`config.mk`:
```
export PLATFORM = sky130hd
export DESIGN_NAME = if_fetch_unit
export DESIGN_NICKNAME = d
export VERILOG_FILES = /design/src/rtl/if_fetch_unit.sv
export SDC_FILE = /design/constraint.sdc
export NUM_CORES = 1
export LEC_CHECK = 0
export CAP_MARGIN = 20
export CORE_MARGIN = 3
export CORE_UTILIZATION = 45
export CTS_CLUSTER_DIAMETER = 30
export CTS_CLUSTER_SIZE = 40
export DETAILED_ROUTE_END_ITERATION = 12
export PLACE_DENSITY = 0.7
export SKIP_CTS_REPAIR_TIMING = 1
export SYNTH_ARGS = -nofsm -noshare
export SYNTH_HDL_FRONTEND = slang
export SYNTH_SLANG_ARGS = --single-unit
```
`constraint.sdc`:
```
create_clock -name CLK -period 9.2 [get_ports CLK]
set_clock_uncertainty 0.1 [all_clocks]
set_input_delay 1.38 -clock CLK [delete_from_list [all_inputs] [get_ports CLK]]
set_output_delay 1.38 -clock CLK [all_outputs]
set_load 0.01 [all_outputs]
```
`src/rtl/if_fetch_unit.sv`:
```
// if_fetch_unit: instruction fetch with a 2-entry {PC, inst} buffer and squashable request.
// Define IF_FETCH_PERF_EN to add saturating StallCount/BubbleCount outputs.

module if_fetch_unit #(
   parameter logic [31:0] RESET_PC  = 32'h00000000,
   parameter logic [31:0] HALT_INST = 32'h00000073
) (
   input  logic        CLK,
   input  logic        RST,
   input  logic        Stall_in,
   input  logic        Redirect,
   input  logic [31:0] RedirectPC,
   output logic        imem_req,
   output logic [31:0] imem_addr,
   input  logic        imem_ack,
   input  logic [31:0] imem_rdata,
   output logic [31:0] PC_if,
   output logic [31:0] Inst_if,
   output logic        valid_if,
   output logic        halt_if,
   output logic        Halted
`ifdef IF_FETCH_PERF_EN
   ,
   output logic [31:0] StallCount,
   output logic [31:0] BubbleCount
`endif
);

   logic [31:0] fetch_pc;
   logic        req;
   logic [31:0] addr;
   logic [31:0] buf_pc   [2];
   logic [31:0] buf_inst [2];
   logic        rd_ptr;
   logic        wr_ptr;
   logic [1:0]  cnt;
   logic        squash;
   logic        stop;
   logic        halted;

   logic        done;
   logic        push;
   logic        pop;
   logic        head_halt;
   logic        halt_pop;
   logic        push_halt;
   logic        busy;
   logic [1:0]  cnt_nxt;
   logic        issue;

   assign valid_if  = (cnt != 2'd0);
   assign PC_if     = valid_if ? buf_pc[rd_ptr] : 32'd0;
   assign Inst_if   = valid_if ? buf_inst[rd_ptr] : 32'd0;
   assign halt_if   = head_halt;
   assign Halted    = halted;
   assign imem_req  = req;
   assign imem_addr = addr;

   // Handshake decode: push/pop, halt detection and next-request decision
   always_comb begin
      done      = req && imem_ack;
      head_halt = valid_if && (buf_inst[rd_ptr] == HALT_INST);
      push      = done && !squash && !Redirect;
      pop       = valid_if && !Stall_in && !Redirect;
      halt_pop  = pop && head_halt;
      push_halt = push && (imem_rdata == HALT_INST);
      busy      = req && !imem_ack;
      cnt_nxt   = cnt + {1'b0, push} - {1'b0, pop};
      issue     = !Redirect && !busy && !halt_pop && !halted
                  && !stop && !push_halt && (cnt_nxt < 2'd2);
   end

   // Request, buffer and control-flag state; redirect overrides everything
   always_ff @(posedge CLK or negedge RST) begin
      if (!RST) begin
         fetch_pc <= RESET_PC;
         req      <= 1'b0;
         addr     <= 32'd0;
         rd_ptr   <= 1'b0;
         wr_ptr   <= 1'b0;
         cnt      <= 2'd0;
         squash   <= 1'b0;
         stop     <= 1'b0;
         halted   <= 1'b0;
         for (int i = 0; i < 2; i++) begin
            buf_pc[i]   <= 32'd0;
            buf_inst[i] <= 32'd0;
         end
      end else begin
         if (done) req <= 1'b0;
         if (issue) begin
            req      <= 1'b1;
            addr     <= fetch_pc;
            fetch_pc <= fetch_pc + 32'd4;
         end
         if (Redirect) begin
            cnt      <= 2'd0;
            rd_ptr   <= 1'b0;
            wr_ptr   <= 1'b0;
            fetch_pc <= RedirectPC & ~32'd3;
            stop     <= 1'b0;
            halted   <= 1'b0;
            squash   <= busy;
         end else begin
            if (done) squash <= 1'b0;
            if (push) begin
               buf_pc[wr_ptr]   <= addr;
               buf_inst[wr_ptr] <= imem_rdata;
               wr_ptr           <= ~wr_ptr;
            end
            if (pop) rd_ptr <= ~rd_ptr;
            cnt <= cnt_nxt;
            if (push_halt) stop <= 1'b1;
            if (halt_pop) begin
               halted <= 1'b1;
               cnt    <= 2'd0;
               rd_ptr <= 1'b0;
               wr_ptr <= 1'b0;
            end
         end
      end
   end

`ifdef IF_FETCH_PERF_EN
   // Saturating stall and bubble counters
   always_ff @(posedge CLK or negedge RST) begin
      if (!RST) begin
         StallCount  <= 32'd0;
         BubbleCount <= 32'd0;
      end else begin
         if (valid_if && Stall_in && (StallCount != 32'hFFFFFFFF))
            StallCount <= StallCount + 32'd1;
         if (!valid_if && !halted && (BubbleCount != 32'hFFFFFFFF))
            BubbleCount <= BubbleCount + 32'd1;
      end
   end
`endif

endmodule

```
==> results of run 1 <==
==> registers in the layout (all words and copies together), names as in the netlist, 2 cells and up <==
signal     flops
buf_inst      64
buf_pc        60
fetch_pc      30
imem_addr     30
cnt            2
==> synth_stat cells (all sizes together) (3+ instances only) <==
| cell | number | area share |
|---|---|---|
| a2111oi | 6 | 0.0097 |
| nor2b | 9 | 0.0060 |
| nor4b | 4 | 0.0038 |
| inv | 10 | 0.0040 |
| mux2 | 157 | 0.19 |
| clkbuf | 24 | 0.0097 |
| a211oi | 11 | 0.011 |
| nor4 | 20 | 0.016 |
| a22oi | 3 | 0.0024 |
| nand4 | 13 | 0.0094 |
| nor4bb | 5 | 0.0054 |
| mux2i | 66 | 0.071 |
| xnor2 | 11 | 0.010 |
| dfrtp | 192 | 0.51 |
| nand2 | 39 | 0.016 |
| buf | 25 | 0.016 |
| nand3 | 28 | 0.016 |
| nor3 | 17 | 0.011 |
| and3 | 3 | 0.0020 |
| o21ai | 17 | 0.0091 |
| a21oi | 3 | 0.0016 |
| nor2 | 80 | 0.032 |
| a211o | 3 | 0.0028 |
| a31oi | 4 | 0.0027 |
| ha | 3 | 0.0040 |
==> power groups by stage <==
| stage | combinational [mW] | clock, mW | sequential, mW |
|---|---|---|---|
| 3_5_place_dp | 0.867 | 0 | 1.40 |
| 5_1_grt | 0.938 | 0.783 | 1.43 |
| 4_1_cts | 0.872 | 0.748 | 1.39 |
| 3_3_place_gp | 0.851 | 0 | 1.39 |
| 6_report | 0.861 | 0.734 | 1.38 |
| 2_1_floorplan | 0.543 | 0 | 1.34 |
==> final timing paths <==
| kind | from | to | slack [ns] | cells after the start |
|---|---|---|---|---|
| min in group asynchronous | RST | buf_inst[18]$_DFFE_PN0P_ | 0.81 | 1 |
| min reg2reg | buf_pc[29]$_DFFE_PN0P_ | buf_pc[29]$_DFFE_PN0P_ | 0.41 | 1 |
| min | buf_pc[29]$_DFFE_PN0P_ | buf_pc[29]$_DFFE_PN0P_ | 0.41 | 1 |
| max in group asynchronous | RST | fetch_pc[8]$_DFFE_PN0P_ | 6.98 | 2 |
| max | Redirect | imem_addr[28]$_DFFE_PN0P_ | 3.97 | 13 |
| max reg2reg | rd_ptr$_DFFE_PN0P_ | imem_addr[28]$_DFFE_PN0P_ | 5.02 | 9 |
==> worst register-to-register path, stage by stage (launching register included) <==
cell and delay (ns):
dfrtp_4 0.63, buf_4 0.81, mux2_2 0.42, nand2_1 0.15, a211oi_2 0.05, buf_4 0.21
and2_1 0.34, nor3_4 0.56, buf_4 0.42, mux2_2 0.39
==> metal layers <==
metal | GRT usage | wire (um)
met2 | 0.325 | 10600
met1 | 0.275 | 10100
met5 | 0 | 13
met3 | 0.0403 | 1250
met4 | 0.0512 | 242
==> stage by stage <==
step	setup WS, ns	utilization
4_1_cts	3.98	0.579
5_1_grt	3.72	0.580
3_5_place_dp	3.54	0.550
3_3_place_gp	3.58	0.550
2_1_floorplan	4.83	-
6_report	3.97	0.580
==> kinds of logic after synthesis <==
| family | count (synthesis) |
|---|---|
| flip-flops | 192 |
| AND/OR/NAND/NOR | 227 |
| multiplexers | 223 |
| AO/OA/AOI/OAI | 61 |
| adder cells (fa/ha/maj) | 3 |
| other | 1 |
| XOR/XNOR | 14 |
| buffers and inverters | 59 |
==> area by class of cell <==
cell class              instances  area [sq um]
inverters                      10          37.5
clock buffers                  18           439
fillers                      1737          8520
flip-flops and latches        192          4810
multi-input cells             532          4290
well taps                     270           338
clock inverters                13           146
repair buffers                173          1720
==> cells in the final DEF (no fill, tap or decap), types with 3 or more instances in the layout <==
cell             instances
inv_1                   10
conb_1                   4
dfrtp_1                191
nor2b_1                  9
nand3_1                 27
o21ai_0                 17
nand2_1                 38
nor4bb_1                 5
mux2_2                 155
nor4_1                  18
inv_8                    5
xnor2_1                 11
clkdlybuf4s50_1        160
nor4b_1                  4
ha_1                     3
buf_4                   10
a21oi_1                  3
mux2i_1                 66
a22oi_1                  3
a211o_1                  3
and3_1                   3
a31oi_1                  4
clkinv_4                 4
clkbuf_16               17
nor3_1                  15
a211oi_1                 8
a2111oi_2                6
nand4_1                 12
nor2_1                  78
==> flow_metrics.env, run 1 <==
export IMPL_status="finished, final reports clean"
export IMPL_hold_viol=0
export IMPL_tritoncts="yes"
export IMPL_grt_pass1_wl_um=35100
export IMPL_ys_warnings_count=0
export IMPL_synthSimpleGateAreaFrac=0.124
export IMPL_io_buffer_count=162
export IMPL_die_y_um=150
export IMPL_combPwrFrac=0.289
export IMPL_maxCapViolations=0
export IMPL_grt_overflow=0
export IMPL_clk_latency_ns=0.43
export IMPL_drive_gt1_frac=0.237
export IMPL_syn_to_final_growth_pct=26.2
export IMPL_critPathCaptureType="flip-flop"
export IMPL_slowest_delay_ns=0.62
export IMPL_dp_cells=1176
export IMPL_synthAdderAreaFrac=0.00402
export IMPL_ys_ff_latch=192
export IMPL_vias_per_cell=5.44
export IMPL_async_flop_share=1.00
export IMPL_crit_slowest_cell="nor4_4"
export IMPL_clk_path_buf_depth=2
export IMPL_placed_area_sq_um=11200
export IMPL_fmax_ghz=0.191
export IMPL_drt_wl_total_um=22200
export IMPL_cts_buffers_inserted=17
export IMPL_synth_compound_area_frac=0.0529
export IMPL_synth_cell_types=57
export IMPL_hold_slack_ns=0.406
export IMPL_cpLargestDelayFamily="simple AND/OR/NAND/NOR gates"
export IMPL_seq_power_share=0.465
export IMPL_routedWlPerCell_um=18.4
export IMPL_vdd_drop_max_v=0.000149
export IMPL_grt_total_usage=0.200
export IMPL_crit_required_ns=9.41
export IMPL_cp_start_kind="input pin"
export IMPL_synth_edf_count=0
export IMPL_drt_iter0_drc=450
export IMPL_ys_flop_type="dfrtp_1"
export IMPL_cp_arrival_ns=5.44
export IMPL_tightest_slew_ns=0.940
export IMPL_core_area_sq_um=20300
export IMPL_gp_congestion=0.828
export IMPL_fin_crit_sh=0.568
export IMPL_internal_power_mw=2.06
export IMPL_htree_levels=4
export IMPL_die_w_um=150
export IMPL_finalSetupViolations=0
export IMPL_clock_sinks=192
export IMPL_antenna_found_initial=1
export IMPL_netlist_instances=780
export IMPL_io_pin_count=169
export IMPL_critical_path_class="input pin to flip-flop"
export IMPL_dieArea_sq_um=22500
export IMPL_clk_pin_slew_ns=0.07
export IMPL_cts_root_buf="clkbuf_16"
export IMPL_yosysSeqAreaShare=0.515
export IMPL_clkPwrFrac=0.246
export IMPL_rows=52
export IMPL_slew_headroom=0.373
export IMPL_p_leak_nw=4.77
export IMPL_grt_start_max_net_pins=132
export IMPL_final_antenna_net_count=0
export IMPL_tns_ns=0
export IMPL_slew_viol_final=0
export IMPL_power_density_nw_per_um2=253
export IMPL_worst_path_buf_inv=5
export IMPL_grt_pass1_vias=6518
export IMPL_synthMuxAreaShare=0.260
export IMPL_drc=0
export IMPL_final_nets=998
export IMPL_start_util=0.460
export IMPL_total_power_mw=2.98
export IMPL_fin_crit_ns=5.23
export IMPL_hold_class="flip-flop to flip-flop"
export IMPL_synth_xor_area_share=0.0147
export IMPL_place_hpwl_um=15000
export IMPL_syn_area_per_cell_sq_um=12.0
export IMPL_stdcell_area_sq_um=11800
export IMPL_path_cells="buf_2 > buf_4 > and4bb_1 > inv_1 > ha_1 > inv_1 > ha_1 > xor3_1 > nor4_4 > nand2b_1 > nor3_4 > buf_4 > mux2_2"
export IMPL_rsz0062_at_grt="no"
export IMPL_instances_no_fill=1208
export IMPL_num_antenna_cells=0
export IMPL_vias=6574
export IMPL_swShare=0.308
export IMPL_synth_top_family_by_area="multiplexers"
export IMPL_cp_max_fo=64
export IMPL_synthesis_area_sq_um=9340
export IMPL_power_switching_mw=0.916
export IMPL_firstDrtPassIters=4
Note: power is estimated with default switching activity, not from simulation.
==> run 2, diff against run 1 <==
Clock period 9.2 ns to 5.03 ns, I/O delays scaled along.
==> run 2 against run 1 <==
  * Sequential power up 84%
  * Non-clock buffer count up 1
  * Highest routed layer unchanged
  * Global-route usage up 0.60 points
  * Via count up 0.40%
  * Count of clock-buffer cells in the layout down 1
  * Sequential share of layout area about the same
  * Combinational power up 81%
  * Final cell count up 0.25%
  * Worst hold slack worse by 0.045 ns
  * Clock power up 81%
  * Die area unchanged
==> flow_metrics.env, run 2 (same netlist as run 1, synthesis figures left out) <==
export IMPL_placed_area_sq_um=11200
export IMPL_cp_max_fo=44
export IMPL_vias=6600
export IMPL_fin_crit_ns=4.09
export IMPL_final_antenna_net_count=0
export IMPL_critPathCaptureType="primary output"
export IMPL_clock_sinks=192
export IMPL_tightest_slew_ns=0.959
export IMPL_fin_crit_sh=0.814
export IMPL_io_buffer_count=162
export IMPL_io_pin_count=169
export IMPL_stdcell_area_sq_um=11800
export IMPL_drive_gt1_frac=0.238
export IMPL_final_common_cell="dfrtp_1"
export IMPL_critical_path_class="flip-flop to primary output"
export IMPL_rows=52
export IMPL_vdd_drop_max_v=0.000255
export IMPL_slew_headroom=0.361
export IMPL_finalSetupViolations=0
export IMPL_grt_start_max_net_pins=120
export IMPL_slew_viol_final=0
export IMPL_cts_root_buf="clkbuf_16"
export IMPL_top_regs="buf_inst (64), buf_pc (60)"
export IMPL_top_register="buf_inst"
export IMPL_drt_wl_total_um=22500
export IMPL_total_power_mw=5.43
export IMPL_maxCapViolations=0
export IMPL_syn_to_final_growth_pct=26.2
export IMPL_firstDrtPassIters=4
export IMPL_status="finished, final reports clean"
export IMPL_grt_overflow=0
export IMPL_power_density_nw_per_um2=461
export IMPL_antenna_found_initial=2
export IMPL_gp_congestion=0.830
export IMPL_htree_levels=4
export IMPL_grt_pass1_wl_um=36300
export IMPL_grt_pass1_vias=6723
export IMPL_largest_reg_flops=64
export IMPL_route_met2_wl_um=10900
export IMPL_dieArea_sq_um=22500
export IMPL_cp_arrival_ns=3.24
export IMPL_tritoncts="yes"
export IMPL_hold_viol=0
export IMPL_grt_total_usage=0.206
export IMPL_hold_class="input pin to async pin"
export IMPL_drt_iter0_drc=354
export IMPL_vias_per_cell=5.45
export IMPL_cp_start_kind="flip-flop"
export IMPL_drc=0
export IMPL_rsz0062_at_grt="no"
export IMPL_start_util=0.460
export IMPL_die_w_um=150
export IMPL_tns_ns=0
export IMPL_die_y_um=150
export IMPL_fmax_ghz=0.244
export IMPL_final_nets=999
export IMPL_crit_required_ns=4.18
export IMPL_core_area_sq_um=20300
export IMPL_clk_latency_ns=0.43
export IMPL_clk_pin_slew_ns=0.07
export IMPL_hold_slack_ns=0.361
export IMPL_clk_path_buf_depth=2
export IMPL_met1Wirelength_um=10500
export IMPL_routedWlPerCell_um=18.6
export IMPL_place_hpwl_um=15100
export IMPL_layout_common_cells="dfrtp_1, clkdlybuf4s50_1, mux2_2"
export IMPL_highest_signal_layer="met5"
export IMPL_p_leak_nw=4.77
export IMPL_cts_buffers_inserted=17
export IMPL_route_met3_wl_um=944
-- run 2: changes by cell type in the layout (fill, tap and decap cells not counted), sizes merged --
cell	delta
buf	+1
diode	+1
clkbuf	-1
inv	+1
clkinvlp	+1
-- run 2: per-layer routing --
| layer | GRT usage | vias to the layer above |
|---|---|---|
| met4 | 0.0499 | 2 |
| met2 | 0.336 | 135 |
| met3 | 0.0436 | 19 |
| met1 | 0.282 | 3330 |
| met5 | 0 | - |
| li1 | - | 3114 |
-- run 2: critical path, stage by stage (launching register included) --
cell and delay [ns]:
dfrtp_4 0.94, nor4b_1 0.39, nand4_1 0.19, o22ai_2 0.20, buf_4 0.30, and2_1 0.17, clkdlybuf4s50_1 0.58
-- run 2: final timing paths --
kind | cells past startpoint | slack [ns] | from | endpoint
min reg2reg | 1 | 0.41 | buf_pc[25]$_DFFE_PN0P_ | buf_pc[25]$_DFFE_PN0P_
max | 6 | 0.94 | rd_ptr$_DFFE_PN0P_ | halt_if
max reg2reg | 12 | 1.50 | squash$_DFFE_PN0P_ | fetch_pc[23]$_DFFE_PN0P_
min in group CLK | 1 | 0.41 | buf_pc[25]$_DFFE_PN0P_ | buf_pc[25]$_DFFE_PN0P_
min | 1 | 0.36 | RST | buf_inst[19]$_DFFE_PN0P_
max in group asynchronous | 2 | 3.49 | RST | rd_ptr$_DFFE_PN0P_
-- run 2: through the flow --
step / instances / utilization / worst slack, ns
after detailed placement: 1178 / 0.552 / 0.658
after global routing: 1211 / 0.580 / 0.765
after global placement: 1178 / 0.552 / 0.731
after floorplan: 783 / - / 1.29
final: 1211 / 0.580 / 0.938
after CTS: 1210 / 0.580 / 0.933
-- run 2: where the power goes --
group	switching [mW]	internal (mW)	leakage, nW
registers	0.436	2.11	2.38
logic	0.612	0.952	2.11
clock network	0.630	0.699	0.279
-- run 2: final cells by class --
class,instances,area [sq um]
Antenna cell,1,2.50
Clock buffer,17,425
Clock inverter,15,148
Fill cell,1726,8520
Inverter,10,37.5
Multi-Input combinational cell,532,4290
Sequential cell,192,4810
Tap cell,270,338
Timing Repair Buffer,174,1740
==> run 3, diff against run 2 <==
Settings changed: PLACE_DENSITY 0.7 to 0.73.
Clock period 5.03 ns to 3.5 ns, I/O delays scaled along.
==> run 3 against run 2 <==
  * Worst setup slack worse by 0.72 ns
  * Sequential power increased by 43%
  * Critical path depth down 1
  * Final cell count up 1.7%
  * Count of clock-buffer cells in the layout is 1 higher
  * Worst hold slack lost 0.34 ns
  * Total power is 45% higher
  * Register-to-register slack lost 1.1 ns
  * Combinational power up 48%
  * Largest cell class unchanged
==> flow_metrics.env, run 3 (same netlist as run 1, synthesis figures left out) <==
export IMPL_slew_viol_final=0
export IMPL_finalSetupViolations=0
export IMPL_gp_congestion=0.831
export IMPL_clk_path_buf_depth=2
export IMPL_worst_slack_ns=0.216
export IMPL_drc=0
export IMPL_crit_required_ns=2.87
export IMPL_top_regs="buf_inst (64), buf_pc (60)"
export IMPL_power_density_nw_per_um2=656
export IMPL_layout_common_cells="dfrtp_1, clkdlybuf4s50_1, mux2_2"
export IMPL_clk_pin_slew_ns=0.07
export IMPL_maxCapViolations=0
export IMPL_rsz0062_at_grt="no"
export IMPL_io_buffer_count=162
export IMPL_nFillCells=1716
export IMPL_grt_pass1_wl_um=36500
export IMPL_stdcell_area_sq_um=12000
export IMPL_hold_viol=0
export IMPL_met1Wirelength_um=10300
export IMPL_core_area_sq_um=20300
export IMPL_placed_area_sq_um=11400
export IMPL_htree_levels=4
export IMPL_vias=6735
export IMPL_grt_total_usage=0.206
export IMPL_tritoncts="yes"
export IMPL_start_util=0.460
export IMPL_die_y_um=150
export IMPL_status="finished, final reports clean"
export IMPL_hold_slack_ns=0.0250
export IMPL_post_place_ws_ns=-0.141
export IMPL_route_met2_wl_um=10900
export IMPL_ff_latch_area_sq_um=4810
export IMPL_final_common_cell="dfrtp_1"
export IMPL_tightest_slew_ns=0.727
export IMPL_final_nets=1019
export IMPL_slew_headroom=0.515
export IMPL_drt_iter0_drc=501
export IMPL_clock_sinks=192
export IMPL_rr_startpoint="squash$_DFFE_PN0P_"
export IMPL_fmax_ghz=0.304
export IMPL_cts_root_buf="clkbuf_16"
export IMPL_cp_max_fo=29
export IMPL_route_met3_wl_um=966
export IMPL_fin_crit_sh=0.938
export IMPL_rows=52
export IMPL_drt_wl_total_um=22600
export IMPL_p_leak_nw=4.90
export IMPL_multi_input_area_sq_um=4290
export IMPL_syn_to_final_growth_pct=28.7
export IMPL_dieArea_sq_um=22500
export IMPL_final_antenna_net_count=0
export IMPL_rr_worst_depth=12
export IMPL_top_register="buf_inst"
export IMPL_antenna_found_initial=1
export IMPL_cp_arrival_ns=2.66
export IMPL_drive_gt1_frac=0.254
export IMPL_firstDrtPassIters=4
export IMPL_place_hpwl_um=15500
export IMPL_critical_path_class="flip-flop to primary output"
export IMPL_largest_reg_flops=64
export IMPL_die_w_um=150
export IMPL_hold_class="input pin to async pin"
export IMPL_r2r_end="imem_addr[2]$_DFFE_PN0P_"
export IMPL_vdd_drop_max_v=0.000436
export IMPL_grt_pass1_vias=6790
export IMPL_critPathCaptureType="primary output"
export IMPL_cts_buffers_inserted=17
export IMPL_clk_latency_ns=0.43
export IMPL_highest_signal_layer="met4"
export IMPL_rrSetupSlack_ns=0.42
export IMPL_grt_overflow=0
export IMPL_vias_per_cell=5.47
export IMPL_cp_start_kind="flip-flop"
export IMPL_fin_crit_ns=3.28
export IMPL_tns_ns=0
export IMPL_routedWlPerCell_um=18.4
export IMPL_io_pin_count=169
export IMPL_total_power_mw=7.88
export IMPL_grt_start_max_net_pins=82
## run 3: cell types whose count changed in the layout (fill, tap and decap cells not counted), sizes merged
| cell | change |
|---|---|
| buf | +20 |
| clkbuf | +1 |
| clkinv | -1 |
## run 3: metrics by stage
stage,util,std cells
global route,0.592,1231
CTS,0.592,1230
floorplan,-,783
global placement,0.563,1198
detailed placement,0.563,1198
finish,0.592,1231
## run 3: worst max-delay path by stage
stage / depth (start not counted) / slack (ns) / from / end
4_1_cts: 5 / 0.22 / rd_ptr$_DFFE_PN0P_ / halt_if
6_report: 5 / 0.22 / rd_ptr$_DFFE_PN0P_ / halt_if
3_3_place_gp: 12 / -0.09 / imem_ack / fetch_pc[23]$_DFFE_PN0P_
3_5_place_dp: 12 / -0.14 / imem_ack / fetch_pc[23]$_DFFE_PN0P_
5_1_grt: 5 / 0.05 / rd_ptr$_DFFE_PN0P_ / halt_if
2_1_floorplan: 13 / 0.07 / Redirect / imem_addr[10]$_DFFE_PN0P_
## run 3: area by class of cell
type,count,share of cell area
timing repair buffer,194,0.163
sequential,192,0.400
clock inverter,14,0.0118
antenna,1,0.000208
inverter,10,0.00312
tap,270,0.0281
clock buffer,18,0.0366
multi-input combinational,532,0.357
## run 3: layer usage
metal  track usage  vias up
li1              -     3154
met1         0.285     3366
met2         0.331      181
met3        0.0376       34
met4        0.0672        0
met5             0        -
## run 3: critical path, cell delays in order, from the launching register on
cell	delay [ns]
dfrtp_4	0.49
buf_4	0.48
nand4_1	0.28
a21oi_1	0.26
and2_1	0.15
clkdlybuf4s50_1	0.58
## run 3: power by group
part | switching [mW] | internal (mW) | total (mW)
Sequential | 0.612 | 3.03 | 3.64
Clock | 0.908 | 1.03 | 1.93
Combinational | 0.914 | 1.40 | 2.31
